## config.mk

```make
export PLATFORM = sky130hd
export DESIGN_NAME = opb_slave_window_ctrl_flat
export DESIGN_NICKNAME = d
export VERILOG_FILES = /design/src/rtl/opb_slave_window_ctrl_if.sv /design/src/rtl/opb_slave_window_ctrl.sv /design/src/flat_wrapper.sv
export SDC_FILE = /design/constraint.sdc
export NUM_CORES = 1
export LEC_CHECK = 0
export ABC_AREA = 1
export CORE_AREA = 4 4 135 137
export DETAILED_ROUTE_END_ITERATION = 6
export DIE_AREA = 0 0 139 141
export GPL_TIMING_DRIVEN = 0
export PLACE_DENSITY = 0.88
export SYNTH_ARGS = -nofsm -noshare
export SYNTH_HDL_FRONTEND = slang
export SYNTH_SLANG_ARGS = --single-unit
```

## constraint.sdc

```tcl
create_clock -name OPB_Clk -period 2.5 [get_ports OPB_Clk]
set_input_delay 0.625 -clock OPB_Clk [delete_from_list [all_inputs] [get_ports OPB_Clk]]
set_output_delay 0.625 -clock OPB_Clk [all_outputs]
set_load 0.005 [all_outputs]
```

## src/rtl/opb_slave_window_ctrl_if.sv

```systemverilog
// OPB bus-side signal bundle for the shared register window controller.
// A transfer runs while OPB_select is high; the slave ends it with a one-cycle
// Sl_xferAck (data valid on Sl_DBus for reads) or Sl_errAck pulse. Dropping
// OPB_select before either pulse is an abort: no acknowledge is returned.
interface opb_slave_window_ctrl_if #(
  parameter int AW = 32,
  parameter int DW = 32
);
  logic [0:AW-1]   OPB_ABus;
  logic [0:DW/8-1] OPB_BE;
  logic [0:DW-1]   OPB_DBus;
  logic            OPB_RNW;
  logic            OPB_select;
  logic            OPB_seqAddr;

  logic [0:DW-1]   Sl_DBus;
  logic            Sl_xferAck;
  logic            Sl_errAck;
  logic            Sl_retry;
  logic            Sl_toutSup;

  modport master (
    output OPB_ABus, OPB_BE, OPB_DBus, OPB_RNW, OPB_select, OPB_seqAddr,
    input  Sl_DBus, Sl_xferAck, Sl_errAck, Sl_retry, Sl_toutSup
  );

  modport slave (
    input  OPB_ABus, OPB_BE, OPB_DBus, OPB_RNW, OPB_select, OPB_seqAddr,
    output Sl_DBus, Sl_xferAck, Sl_errAck, Sl_retry, Sl_toutSup
  );
endinterface

```

## src/rtl/opb_slave_window_ctrl.sv

```systemverilog
// Shares one OPB address window between NUM_SLAVES register slaves: decodes,
// forwards to one sub-slave, returns its ack/data, and times out hung slaves.
module opb_slave_window_ctrl #(
  parameter logic [31:0] C_BASEADDR     = 32'h0108C000,
  parameter int          NUM_SLAVES     = 4,
  parameter int          REGION_SHIFT   = 8,
  parameter int          TIMEOUT_CYCLES = 16,
  parameter int          C_OPB_AWIDTH   = 32,
  parameter int          C_OPB_DWIDTH   = 32
) (
  input  logic                                OPB_Clk,
  input  logic                                OPB_Rst,
  opb_slave_window_ctrl_if.slave              opb,
  output logic [NUM_SLAVES-1:0]               sub_select,
  output logic [0:C_OPB_AWIDTH-1]             sub_ABus,
  output logic [0:C_OPB_DWIDTH-1]             sub_DBus,
  output logic [0:C_OPB_DWIDTH/8-1]           sub_BE,
  output logic                                sub_RNW,
  input  logic [NUM_SLAVES*C_OPB_DWIDTH-1:0]  sub_rdata,
  input  logic [NUM_SLAVES-1:0]               sub_xferAck,
  input  logic [NUM_SLAVES-1:0]               sub_errAck,
  output logic [15:0]                         timeout_count,
  input  logic                                tc_load,
  input  logic [15:0]                         tc_load_value,
  output logic [1:0]                          state_dbg
);

  localparam int AW    = C_OPB_AWIDTH;
  localparam int DW    = C_OPB_DWIDTH;
  localparam int BW    = C_OPB_DWIDTH / 8;
  localparam int IDX_W = (NUM_SLAVES > 1) ? $clog2(NUM_SLAVES) : 1;

  localparam logic [AW-1:0] BASE      = AW'(C_BASEADDR);
  localparam logic [AW:0]   WIN_BYTES = (AW + 1)'(NUM_SLAVES) << REGION_SHIFT;
  localparam logic [7:0]    TMO_LAST  = 8'(TIMEOUT_CYCLES - 1);

  typedef enum logic [1:0] {
    S_IDLE = 2'd0,
    S_FWD  = 2'd1,
    S_DONE = 2'd2
  } state_t;

  state_t           state_q, state_d;
  logic [IDX_W-1:0] idx_q, idx_d;
  logic [7:0]       timer_q, timer_d;
  logic             armed_q, armed_d;
  logic [AW-1:0]    abus_d;
  logic [DW-1:0]    dbus_d;
  logic [BW-1:0]    be_d;
  logic             rnw_d;
  logic             xfer_ack_q, xfer_ack_d;
  logic             err_ack_q, err_ack_d;
  logic [DW-1:0]    rdata_q, rdata_d;
  logic [15:0]      tcount_d;

  // Address decode, evaluated every cycle on the live bus
  logic [AW-1:0]    abus_v;
  logic [AW-1:0]    offset;
  logic             in_win;
  logic [IDX_W-1:0] dec_idx;

  assign abus_v  = opb.OPB_ABus;
  assign offset  = abus_v - BASE;
  assign in_win  = (abus_v >= BASE) && ({1'b0, offset} < WIN_BYTES);
  assign dec_idx = IDX_W'(offset >> REGION_SHIFT);

  // Only the selected sub-slave's responses matter; others are ignored
  logic          sel_ack;
  logic          sel_err;
  logic [DW-1:0] sel_rdata;

  assign sel_ack   = sub_xferAck[idx_q];
  assign sel_err   = sub_errAck[idx_q];
  assign sel_rdata = sub_rdata[idx_q*DW +: DW];

  always_ff @(posedge OPB_Clk) begin
    if (OPB_Rst) begin
      state_q       <= S_IDLE;
      idx_q         <= '0;
      timer_q       <= '0;
      armed_q       <= 1'b1;
      sub_ABus      <= '0;
      sub_DBus      <= '0;
      sub_BE        <= '0;
      sub_RNW       <= 1'b0;
      xfer_ack_q    <= 1'b0;
      err_ack_q     <= 1'b0;
      rdata_q       <= '0;
      timeout_count <= '0;
    end else begin
      state_q       <= state_d;
      idx_q         <= idx_d;
      timer_q       <= timer_d;
      armed_q       <= armed_d;
      sub_ABus      <= abus_d;
      sub_DBus      <= dbus_d;
      sub_BE        <= be_d;
      sub_RNW       <= rnw_d;
      xfer_ack_q    <= xfer_ack_d;
      err_ack_q     <= err_ack_d;
      rdata_q       <= rdata_d;
      timeout_count <= tcount_d;
    end
  end

  always_comb begin
    state_d    = state_q;
    idx_d      = idx_q;
    timer_d    = timer_q;
    // Any cycle with select low re-arms decode, so a held select is never re-decoded
    armed_d    = armed_q | ~opb.OPB_select;
    abus_d     = sub_ABus;
    dbus_d     = sub_DBus;
    be_d       = sub_BE;
    rnw_d      = sub_RNW;
    xfer_ack_d = 1'b0;
    err_ack_d  = 1'b0;
    rdata_d    = '0;
    tcount_d   = tc_load ? tc_load_value : timeout_count;

    case (state_q)
      S_IDLE: begin
        if (opb.OPB_select && armed_q && in_win) begin
          state_d = S_FWD;
          idx_d   = dec_idx;
          timer_d = '0;
          armed_d = 1'b0;
          abus_d  = opb.OPB_ABus;
          dbus_d  = opb.OPB_DBus;
          be_d    = opb.OPB_BE;
          rnw_d   = opb.OPB_RNW;
        end
      end

      S_FWD: begin
        timer_d = timer_q + 8'd1;
        if (!opb.OPB_select) begin
          state_d = S_IDLE;
        end else if (sel_ack) begin
          state_d    = S_DONE;
          xfer_ack_d = 1'b1;
          rdata_d    = sub_RNW ? sel_rdata : '0;
        end else if (sel_err) begin
          state_d   = S_DONE;
          err_ack_d = 1'b1;
        end else if (timer_q == TMO_LAST) begin
          state_d   = S_DONE;
          err_ack_d = 1'b1;
          if (timeout_count != 16'hFFFF) begin
            tcount_d = timeout_count + 16'd1;
          end
        end
      end

      S_DONE: begin
        state_d = S_IDLE;
      end

      default: begin
        state_d = S_IDLE;
      end
    endcase
  end

  assign sub_select     = (state_q == S_FWD) ? (NUM_SLAVES'(1) << idx_q) : '0;
  assign opb.Sl_toutSup = (state_q == S_FWD);
  assign opb.Sl_xferAck = xfer_ack_q;
  assign opb.Sl_errAck  = err_ack_q;
  assign opb.Sl_DBus    = rdata_q;
  assign opb.Sl_retry   = 1'b0;
  assign state_dbg      = state_q;

  // Sequential-address hint is deliberately ignored: every beat is decoded alone
  logic unused_ok;
  assign unused_ok = opb.OPB_seqAddr;

endmodule

```

## src/flat_wrapper.sv

```systemverilog
// flat-port wrapper written by rule: the top's interface ports become plain ports
module opb_slave_window_ctrl_flat 
#(
  parameter logic [31:0] C_BASEADDR     = 32'h0108C000,
  parameter int          NUM_SLAVES     = 4,
  parameter int          REGION_SHIFT   = 8,
  parameter int          TIMEOUT_CYCLES = 16,
  parameter int          C_OPB_AWIDTH   = 32,
  parameter int          C_OPB_DWIDTH   = 32
)
  (OPB_Clk, OPB_Rst, sub_select, sub_ABus, sub_DBus, sub_BE, sub_RNW, sub_rdata, sub_xferAck, sub_errAck, timeout_count, tc_load, tc_load_value, state_dbg, opb_OPB_ABus, opb_OPB_BE, opb_OPB_DBus, opb_OPB_RNW, opb_OPB_select, opb_OPB_seqAddr, opb_Sl_DBus, opb_Sl_xferAck, opb_Sl_errAck, opb_Sl_retry, opb_Sl_toutSup);
  opb_slave_window_ctrl_if #(.AW(32), .DW(32)) opb_i ();
  input  logic OPB_Clk;
  input  logic OPB_Rst;
  output logic [NUM_SLAVES-1:0] sub_select;
  output logic [0:C_OPB_AWIDTH-1] sub_ABus;
  output logic [0:C_OPB_DWIDTH-1] sub_DBus;
  output logic [0:C_OPB_DWIDTH/8-1] sub_BE;
  output logic sub_RNW;
  input  logic [NUM_SLAVES*C_OPB_DWIDTH-1:0] sub_rdata;
  input  logic [NUM_SLAVES-1:0] sub_xferAck;
  input  logic [NUM_SLAVES-1:0] sub_errAck;
  output logic [15:0] timeout_count;
  input  logic tc_load;
  input  logic [15:0] tc_load_value;
  output logic [1:0] state_dbg;
  input wire logic [$bits(opb_i.OPB_ABus)-1:0] opb_OPB_ABus;
  input wire logic [$bits(opb_i.OPB_BE)-1:0] opb_OPB_BE;
  input wire logic [$bits(opb_i.OPB_DBus)-1:0] opb_OPB_DBus;
  input wire logic [$bits(opb_i.OPB_RNW)-1:0] opb_OPB_RNW;
  input wire logic [$bits(opb_i.OPB_select)-1:0] opb_OPB_select;
  input wire logic [$bits(opb_i.OPB_seqAddr)-1:0] opb_OPB_seqAddr;
  output wire logic [$bits(opb_i.Sl_DBus)-1:0] opb_Sl_DBus;
  output wire logic [$bits(opb_i.Sl_xferAck)-1:0] opb_Sl_xferAck;
  output wire logic [$bits(opb_i.Sl_errAck)-1:0] opb_Sl_errAck;
  output wire logic [$bits(opb_i.Sl_retry)-1:0] opb_Sl_retry;
  output wire logic [$bits(opb_i.Sl_toutSup)-1:0] opb_Sl_toutSup;
  assign opb_i.OPB_ABus = opb_OPB_ABus;
  assign opb_i.OPB_BE = opb_OPB_BE;
  assign opb_i.OPB_DBus = opb_OPB_DBus;
  assign opb_i.OPB_RNW = opb_OPB_RNW;
  assign opb_i.OPB_select = opb_OPB_select;
  assign opb_i.OPB_seqAddr = opb_OPB_seqAddr;
  assign opb_Sl_DBus = opb_i.Sl_DBus;
  assign opb_Sl_xferAck = opb_i.Sl_xferAck;
  assign opb_Sl_errAck = opb_i.Sl_errAck;
  assign opb_Sl_retry = opb_i.Sl_retry;
  assign opb_Sl_toutSup = opb_i.Sl_toutSup;
  opb_slave_window_ctrl #(.C_BASEADDR(C_BASEADDR), .NUM_SLAVES(NUM_SLAVES), .REGION_SHIFT(REGION_SHIFT), .TIMEOUT_CYCLES(TIMEOUT_CYCLES), .C_OPB_AWIDTH(C_OPB_AWIDTH), .C_OPB_DWIDTH(C_OPB_DWIDTH)) u_core (.OPB_Clk(OPB_Clk), .OPB_Rst(OPB_Rst), .opb(opb_i), .sub_select(sub_select), .sub_ABus(sub_ABus), .sub_DBus(sub_DBus), .sub_BE(sub_BE), .sub_RNW(sub_RNW), .sub_rdata(sub_rdata), .sub_xferAck(sub_xferAck), .sub_errAck(sub_errAck), .timeout_count(timeout_count), .tc_load(tc_load), .tc_load_value(tc_load_value), .state_dbg(state_dbg));
endmodule
```

==> key figures, run 1 <==
Worst setup path
  • Crit-path cells: inv_1 -> nor2_4 -> inv_2 -> clkbuf_4 -> nor3_1 -> dlygate4sd2_1
  • Critical Path End Type: output pin
  • Arrival time at the worst endpoint: 1.73 ns
  • Critical path class: reg -> out
  • Worst r2r src: u_core.sub_ABus[22]$_SDFFE_PP0P_
  • Buf/Inv on CP: 4
  • Worst reg2reg path endpoint: u_core.timeout_count[10]$_SDFF_PP0_
  • Critical path's slowest cell: dfxtp_1
  • Reg2reg path depth: 11
  • R2R Setup Slk: 0.29 ns
  • CP max stage delay: approximately 0.35 ns
  • CP max FO: 10
  • CP Data Required Time: 1.88 ns
  • Crit-path leading delay family: buffers and inverters
  • Worst setup SP type: flop

Floorplanning
  • Die area: 0.01960 mm2
  • Die Height: 141 um
  • Core ar.: 0.01706 mm2
  • Total I/O pin count: 353
  • Std-Cell Rows: 48
  • Starting density of the core: 36.20%
  • Die W: 139 um

Clock network
  • CTS tree: yes
  • H-tree levels: 4
  • Clock Tree Buf Depth: 2
  • Skew-Pair Late Insertion Delay: 0.42 ns
  • Worst-path clk slew: roughly 0.06 ns
  • CTS Buf Count: 17
  • Total clock sinks: 130
  • Clock Tree Root: clkbuf_16

Timing
  • Final Hold Viols: 0
  • Fin. max-slew vios: 0
  • # setup viols final: 0
  • Measured slew at the worst slew-check pin: 0.6005 ns
  • Period minus WS final: 2.350 ns
  • WHS: 0.4492 ns
  • Setup TNS Final: 0 ns
  • Max Clk Rate: 425.5 MHz
  • Worst Skew: 0.009839 ns
  • Rel. slew slack: 59.97%
  • Final Cycle Share: 94.02%
  • RSZ-0062 raised after global routing: false

GRT
  • First-pass GRT wire length: ~37000 um
  • All-layer global routing usage: 23.93%
  • Vias in the first global route: 7094
  • Congestion Overflow GR: 0
  • Initial antenna violation count: 1
  • Largest net degree at the start of global routing: 17

Job
  • Max Cap Viol: 0

Synth
  • Post-synth EDFFs: 0
  • List of most frequent post-synthesis cells: nand2_1 (253), nor2_1 (153), dfxtp_1 (130)
  • Synth top area cells: dfxtp_1 (42%), nand2_1 (15%), nor2_1 (9.3%)
  • Syn. warnings: 0
  • Yosys cell types: 37
  • Top cell type's share of synthesized area: between 40% and 50%
  • Async set-or-reset flop fraction in the synthesized netlist: 0%
  • Synth Flop Type: dfxtp_1
  • Mapped Nets: around 1100
  • Post-synthesis sequential area ratio: between 40 and 50%
  • Synth area leader: dfxtp_1
  • Syn avg cell area: 6.719 um2
  • Synth Register Bits: 130
  • Most frequent cell after synthesis: nand2_1
  • Cell count after synthesis: 919
  • Cell area after synthesis: ~0.0062 mm2

Routing
  • Wire per inst: 16.23 um
  • ANT nets after route: 0
  • DR top layer: met4
  • TritonRoute pass-1 iters: 5
  • Initial DRC Count: between 300 and 400
  • Vias/cell: 4.787
  • DR vias: 7315
  • WL met3: 1826 um
  • DR DRC count: 0
  • Routed wl met2: 12410 um
  • Final WL: 24800 um
  • DRT met1 WL: 9661 um

Cells and area
  • Cell Count, Final, Fillers Out: 1528
  • Fraction of layout cells with a size suffix above 1: 5.607%
  • Final Cell Area: 0.01060 mm2
  • Area Growth Syn to Fin: 71.63%
  • Fin nets: 1518
  • Filler Cell Count: between 1000 and 1500

Power
  • Worst vdd ir: 0.4377 mV
  • Power per standard cell area: 494.2 mW/mm2
  • Leak pwr: 4.603 nW

Worst hold path
  • Hold Path Origin: u_core.sub_ABus[4]$_SDFFE_PP0P_
  • Min-Delay Endpoint: u_core.sub_ABus[4]$_SDFFE_PP0P_
  • Min-Delay Path Depth: 2
  • Hold Path Class: reg -> reg

Placement
  • Dpl cells: ~1500
  • Area post-placement: 0.009950 mm2
  • Buffers on Ports: roughly 350
  • Gpl congestion: slightly below 0.9
  • HPWL Detailed: between 15000 and 20000 um

Run status
  • Run status: complete, no violations
through the flow:
step                      total power [mW]  utilization [%]  worst slack, ns
after floorplan                      2.281                -           0.5803
after global placement               2.709            58.33          -0.3699
after detailed placement             2.716            58.33          -0.3602
after CTS                            5.284            62.06          0.06632
after global routing                 5.413            62.13          0.02150
final                                5.238            62.13           0.1496
worst max-delay path by stage:
| stage | start | end | slack, ns | cells after the start |
|---|---|---|---|---|
| after global placement | opb_OPB_select | u_core.sub_BE[2]$_SDFFE_PP0P_ | -0.37 | 14 |
| final | u_core.state_dbg[0]$_SDFFE_PP0P_ | sub_select[0] | 0.15 | 6 |
| after CTS | opb_OPB_select | u_core.sub_BE[2]$_SDFFE_PP0P_ | 0.07 | 14 |
| after global routing | OPB_Rst | u_core.sub_DBus[3]$_SDFFE_PP0P_ | 0.02 | 7 |
| after floorplan | opb_OPB_ABus[16] | u_core.timer_q[5]$_SDFFE_PP0P_ | 0.58 | 14 |
| after detailed placement | opb_OPB_select | u_core.sub_BE[2]$_SDFFE_PP0P_ | -0.36 | 14 |
where the power goes:
part | internal, mW | switching (mW) | total [mW]
registers | 2.09 | 0.0213 | 2.11
logic | 0.386 | 0.182 | 0.568
clock network | 1.62 | 0.943 | 2.56
kinds of logic after synthesis:
family / after synthesis / share of synthesized area (%)
other cells: 1 / 0.06073
simple gates: 475 / 31.21
buf+inv: 169 / 11.53
fa+ha+maj: 2 / 0.4052
mux: 1 / 0.1621
compound gates: 129 / 12.79
xor+xnor: 12 / 1.702
flops: 130 / 42.15
per-layer routing:
layer,vias to the layer above,track usage [%]
met5,-,0
met4,0,11.02
met3,50,6.954
met2,331,42.14
met1,3307,26.74
li1,3627,-
timing repair:
action,CTS,global route
pin swaps,2,0
hold buffers,0,0
resized for setup,10,1
setup endpoints to repair,4,25
buffers inserted,2,1
worst min-delay path, stage by stage, from the launching register on:
cell,delay (ns)
dfxtp_1,0.31
nand3_1,0.07
inv_1,0.03
area by class of cell:
class / count / area [um2] / area share (%)
Timing Repair Buffer: 352 / 3511 / 33.13
Multi-Input combinational cell: 620 / 2873 / 27.11
Sequential cell: 130 / 2604 / 24.57
Inverter: 125 / 469.2 / 4.427
Clock buffer: 19 / 452.9 / 4.274
Tap cell: 225 / 281.5 / 2.656
Buffer: 44 / 246.5 / 2.326
Clock inverter: 12 / 157.7 / 1.488
Antenna cell: 1 / 2.502 / 0.02361
cell usage in the layout, fill, tap and decap left out, types with 3 or more instances in the layout:
cell / Yosys / routed
clkdlybuf4s50_1: 0 / 345
nand2_1: 253 / 253
nor2_1: 153 / 152
dfxtp_1: 130 / 129
inv_1: 119 / 118
nand3_1: 44 / 44
a31oi_1: 33 / 33
a22oi_1: 32 / 32
a21oi_1: 26 / 26
o21ai_0: 25 / 25
clkbuf_1: 25 / 24
clkbuf_16: 0 / 17
xor2_1: 10 / 10
buf_6: 8 / 8
buf_2: 8 / 8
inv_2: 6 / 7
nor3_1: 7 / 7
o21ai_1: 5 / 5
buf_4: 2 / 5
nand4_1: 4 / 4
o21a_1: 4 / 4
dlygate4sd2_1: 0 / 4
nor2_4: 1 / 3
clkinvlp_4: 0 / 3
bufinv_16: 0 / 3
clkinv_4: 0 / 3
sequential cells by signal, indices dropped and copies added, names as in the netlist:
signal and flops:
u_core.opb.Sl_errAck 1, u_core.timeout_count 16, u_core.state_dbg 2, u_core.timer_q 8, u_core.sub_DBus 32, u_core.sub_ABus 31, u_core.opb.Sl_xferAck 1, u_core.sub_BE 4
u_core.idx_q 1, u_core.opb.Sl_DBus 32, u_core.armed_q 1, u_core.sub_RNW 1
Power figures use the tool's default switching activity.
==> run 2, diff against run 1 <==
--- a/config.mk
+++ b/config.mk
@@ -11,6 +11,7 @@
 export DIE_AREA = 0 0 139 141
 export GPL_TIMING_DRIVEN = 0
 export PLACE_DENSITY = 0.88
+export SLEW_MARGIN = 20
 export SYNTH_ARGS = -nofsm -noshare
 export SYNTH_HDL_FRONTEND = slang
 export SYNTH_SLANG_ARGS = --single-unit
==> results of run 2 <==
No change in the layout: final DEF, timing and power equal those of run 1.
==> run 3, diff against run 2 <==
==> constraint.sdc (replaced) <==
create_clock -name OPB_Clk -period 2.2 [get_ports OPB_Clk]
set_input_delay 0.55 -clock OPB_Clk [delete_from_list [all_inputs] [get_ports OPB_Clk]]
set_output_delay 0.55 -clock OPB_Clk [all_outputs]
set_load 0.005 [all_outputs]
==> run 3 against run 2 <==
Net effect:
- first-iteration DRC count grew 17%
- critical path depth is the same
- flip-flop and latch count is the same
- wire length grew 3.1%
- sequential share of layout area shrank 0.76 points
==> key figures, run 3 (synthesized netlist as in run 1, its figures left out) <==
Run status
  • Run status: complete, no violations

Clock network
  • Skew-Pair Late Insertion Delay: 0.41 ns (about the same)
  • Clock Tree Root: clkbuf_16
  • Clock Tree Buf Depth: 2 (unchanged)
  • CTS Buf Count: 17 (unchanged)
  • Total clock sinks: 130 (unchanged)
  • CTS tree: yes
  • Cts hold-fix bufs: 0 (unchanged)
  • H-tree levels: 4 (unchanged)
  • Worst-path clk slew: 0.06 ns (about the same)

Power
  • Worst vdd ir: 0.4969 mV (+14%)
  • Net Sw Frac: 22.10% (+0.22 points)
  • Combinational Power Share: 11.0% (+0.2 points)
  • Leak pwr: 4.922 nW (+6.9%)
  • Power per standard cell area: 545.0 mW/mm2 (+10%)
  • Clock power frac: 48.8% (about the same)
  • Cell Int Power: 4.652 mW (+14%)
  • Sequential power share: 40.1% (-0.2 points)
  • Psw: 1.320 mW (+15%)

Timing
  • Period minus WS final: 2.089 ns
  • Final Hold Viols: 0 (unchanged)
  • Setup WS post-layout: 0.1105 ns (-0.03905 ns)
  • Max Clk Rate: 478.6 MHz
  • Rel. slew slack: 57.22% (-2.7 points)
  • WHS: 0.4489 ns (-0.0003510 ns)
  • Setup TNS Final: 0 ns (unchanged)
  • Final Cycle Share: 94.98%
  • # setup viols final: 0 (unchanged)
  • Fin. max-slew vios: 0 (unchanged)
  • Worst Skew: 0.01052 ns (+0.0006783 ns)
  • Measured slew at the worst slew-check pin: 0.6417 ns (+0.04118 ns)

Cells and area
  • Most frequent cells in the layout: clkdlybuf4s50_1 (323), nand2_1 (241), nor2_1 (141)
  • Leading cell type in the layout, fill and taps excluded: clkdlybuf4s50_1
  • Fraction of layout cells with a size suffix above 1: 9.313% (+3.7 points)
  • Final Cell Area: 0.01096 mm2 (+3.4%)
  • Cell Count, Final, Fillers Out: 1536 (+0.52%)
  • Area Growth Syn to Fin: 77.47%
  • Fin nets: 1526 (+0.53%)

Placement
  • Place WS: -0.5852 ns (-0.2250 ns)
  • Gpl congestion: 0.8952 (unchanged)
  • Dpl cells: 1493 (unchanged)
  • Buffers on Ports: 349 (unchanged)
  • HPWL Detailed: 19870 um (unchanged)
  • Area post-placement: 0.009950 mm2 (unchanged)

Floorplanning
  • Std-Cell Rows: 48 (unchanged)
  • Die Height: 141 um (unchanged)
  • Die W: 139 um (unchanged)
  • Total I/O pin count: 353 (unchanged)
  • Starting density of the core: 36.20% (unchanged)
  • Core ar.: 0.01706 mm2 (unchanged)
  • Die area: 0.01960 mm2 (unchanged)

Worst setup path
  • Critical path class: reg -> out
  • CP max FO: 10 (unchanged)
  • Arrival time at the worst endpoint: 1.54 ns (-0.19 ns)
  • Worst setup SP type: flop
  • CP Data Required Time: 1.65 ns (-0.23 ns)
  • Critical Path End Type: output pin

GRT
  • Vias in the first global route: 7100 (+0.085%)
  • All-layer global routing usage: 23.93% (unchanged)
  • Congestion Overflow GR: 0 (unchanged)
  • First-pass GRT wire length: 36960 um (about the same)
  • Initial antenna violation count: 1 (unchanged)
  • Largest net degree at the start of global routing: 17 (unchanged)

Routing
  • Wire per inst: 16.64 um (+2.6%)
  • DR vias: 7447 (+1.8%)
  • Initial DRC Count: 435 (+17%)
  • DR DRC count: 0 (unchanged)
  • Final WL: 25560 um (+3.1%)
  • ANT nets after route: 0 (unchanged)
  • Vias/cell: 4.848 (+1.3%)
  • TritonRoute pass-1 iters: 5 (unchanged)

Job
  • Max Cap Viol: 0 (unchanged)

Worst hold path
  • Hold Path Class: reg -> reg
==> run 3: changes by cell type in the layout (fill, tap and decap cells not counted), moves of 9 or more <==
cell,previous run,this run
clkdlybuf4s50_1,345,323
nor2_1,152,141
nor2_2,2,11
dlymetal6s2s_1,0,22
nand2_1,253,241
nand2_2,2,14
==> run 3: critical path: stages, from the launching register on <==
cell,delay (ns)
dfxtp_2,0.34
inv_1,0.07
nor2_4,0.11
inv_2,0.08
buf_6,0.16
nor2_1,0.08
dlygate4sd2_1,0.29
==> run 3: worst paths after layout <==
| check | slack (ns) | end | startpoint | cells after the start |
|---|---|---|---|---|
| hold reg to reg | 0.45 | u_core.sub_ABus[4]$_SDFFE_PP0P_ | u_core.sub_ABus[4]$_SDFFE_PP0P_ | 2 |
| hold / removal | 0.45 | u_core.sub_ABus[4]$_SDFFE_PP0P_ | u_core.sub_ABus[4]$_SDFFE_PP0P_ | 2 |
| setup / recovery | 0.11 | sub_select[1] | u_core.state_dbg[0]$_SDFFE_PP0P_ | 6 |
| setup reg to reg | 0.14 | u_core.timeout_count[5]$_SDFF_PP0_ | u_core.timeout_count[0]$_SDFF_PP0_ | 11 |
==> run 3: layout make-up <==
cell class                 instances  area (um2)
antenna                            1       2.502
buffer                            44       295.3
clock buffer                      19       452.9
clock inverter                    12       157.7
fill                            1395        6098
inverter                         125       469.2
multi-input combinational        620        2983
sequential                       130        2609
tap                              225       281.5
timing repair buffer             360        3707
==> run 3: power by group through the flow <==
stage	registers [mW]	clock network, mW	logic (mW)
2_1_floorplan	2.44	0	0.150
3_3_place_gp	2.45	0	0.632
3_5_place_dp	2.45	0	0.641
4_1_cts	2.39	2.97	0.645
5_1_grt	2.40	3.07	0.704
6_report	2.40	2.92	0.659
==> run 3: through the flow <==
step | total power [mW] | util [%]
2_1_floorplan | 2.592 | -
3_3_place_gp | 3.078 | 58.33
3_5_place_dp | 3.087 | 58.33
4_1_cts | 6.005 | 62.21
5_1_grt | 6.168 | 64.25
6_report | 5.972 | 64.25
==> run 3: repair_timing <==
| action | in CTS | in global routing |
|---|---|---|
| gates cloned | 0 | 4 |
| buffers inserted | 3 | 4 |
| setup endpoints to repair | 104 | 103 |
| gates resized for setup | 19 | 84 |
| pin swaps | 2 | 26 |
==> run 3: layer usage <==
layer  GRT usage, %  up-vias  wire, um
met1          26.70     3376      9869
met4          11.02        0      1011
met3          6.954       65      1913
met2          42.19      358     12770
li1               -     3648         -
met5              0        -         0
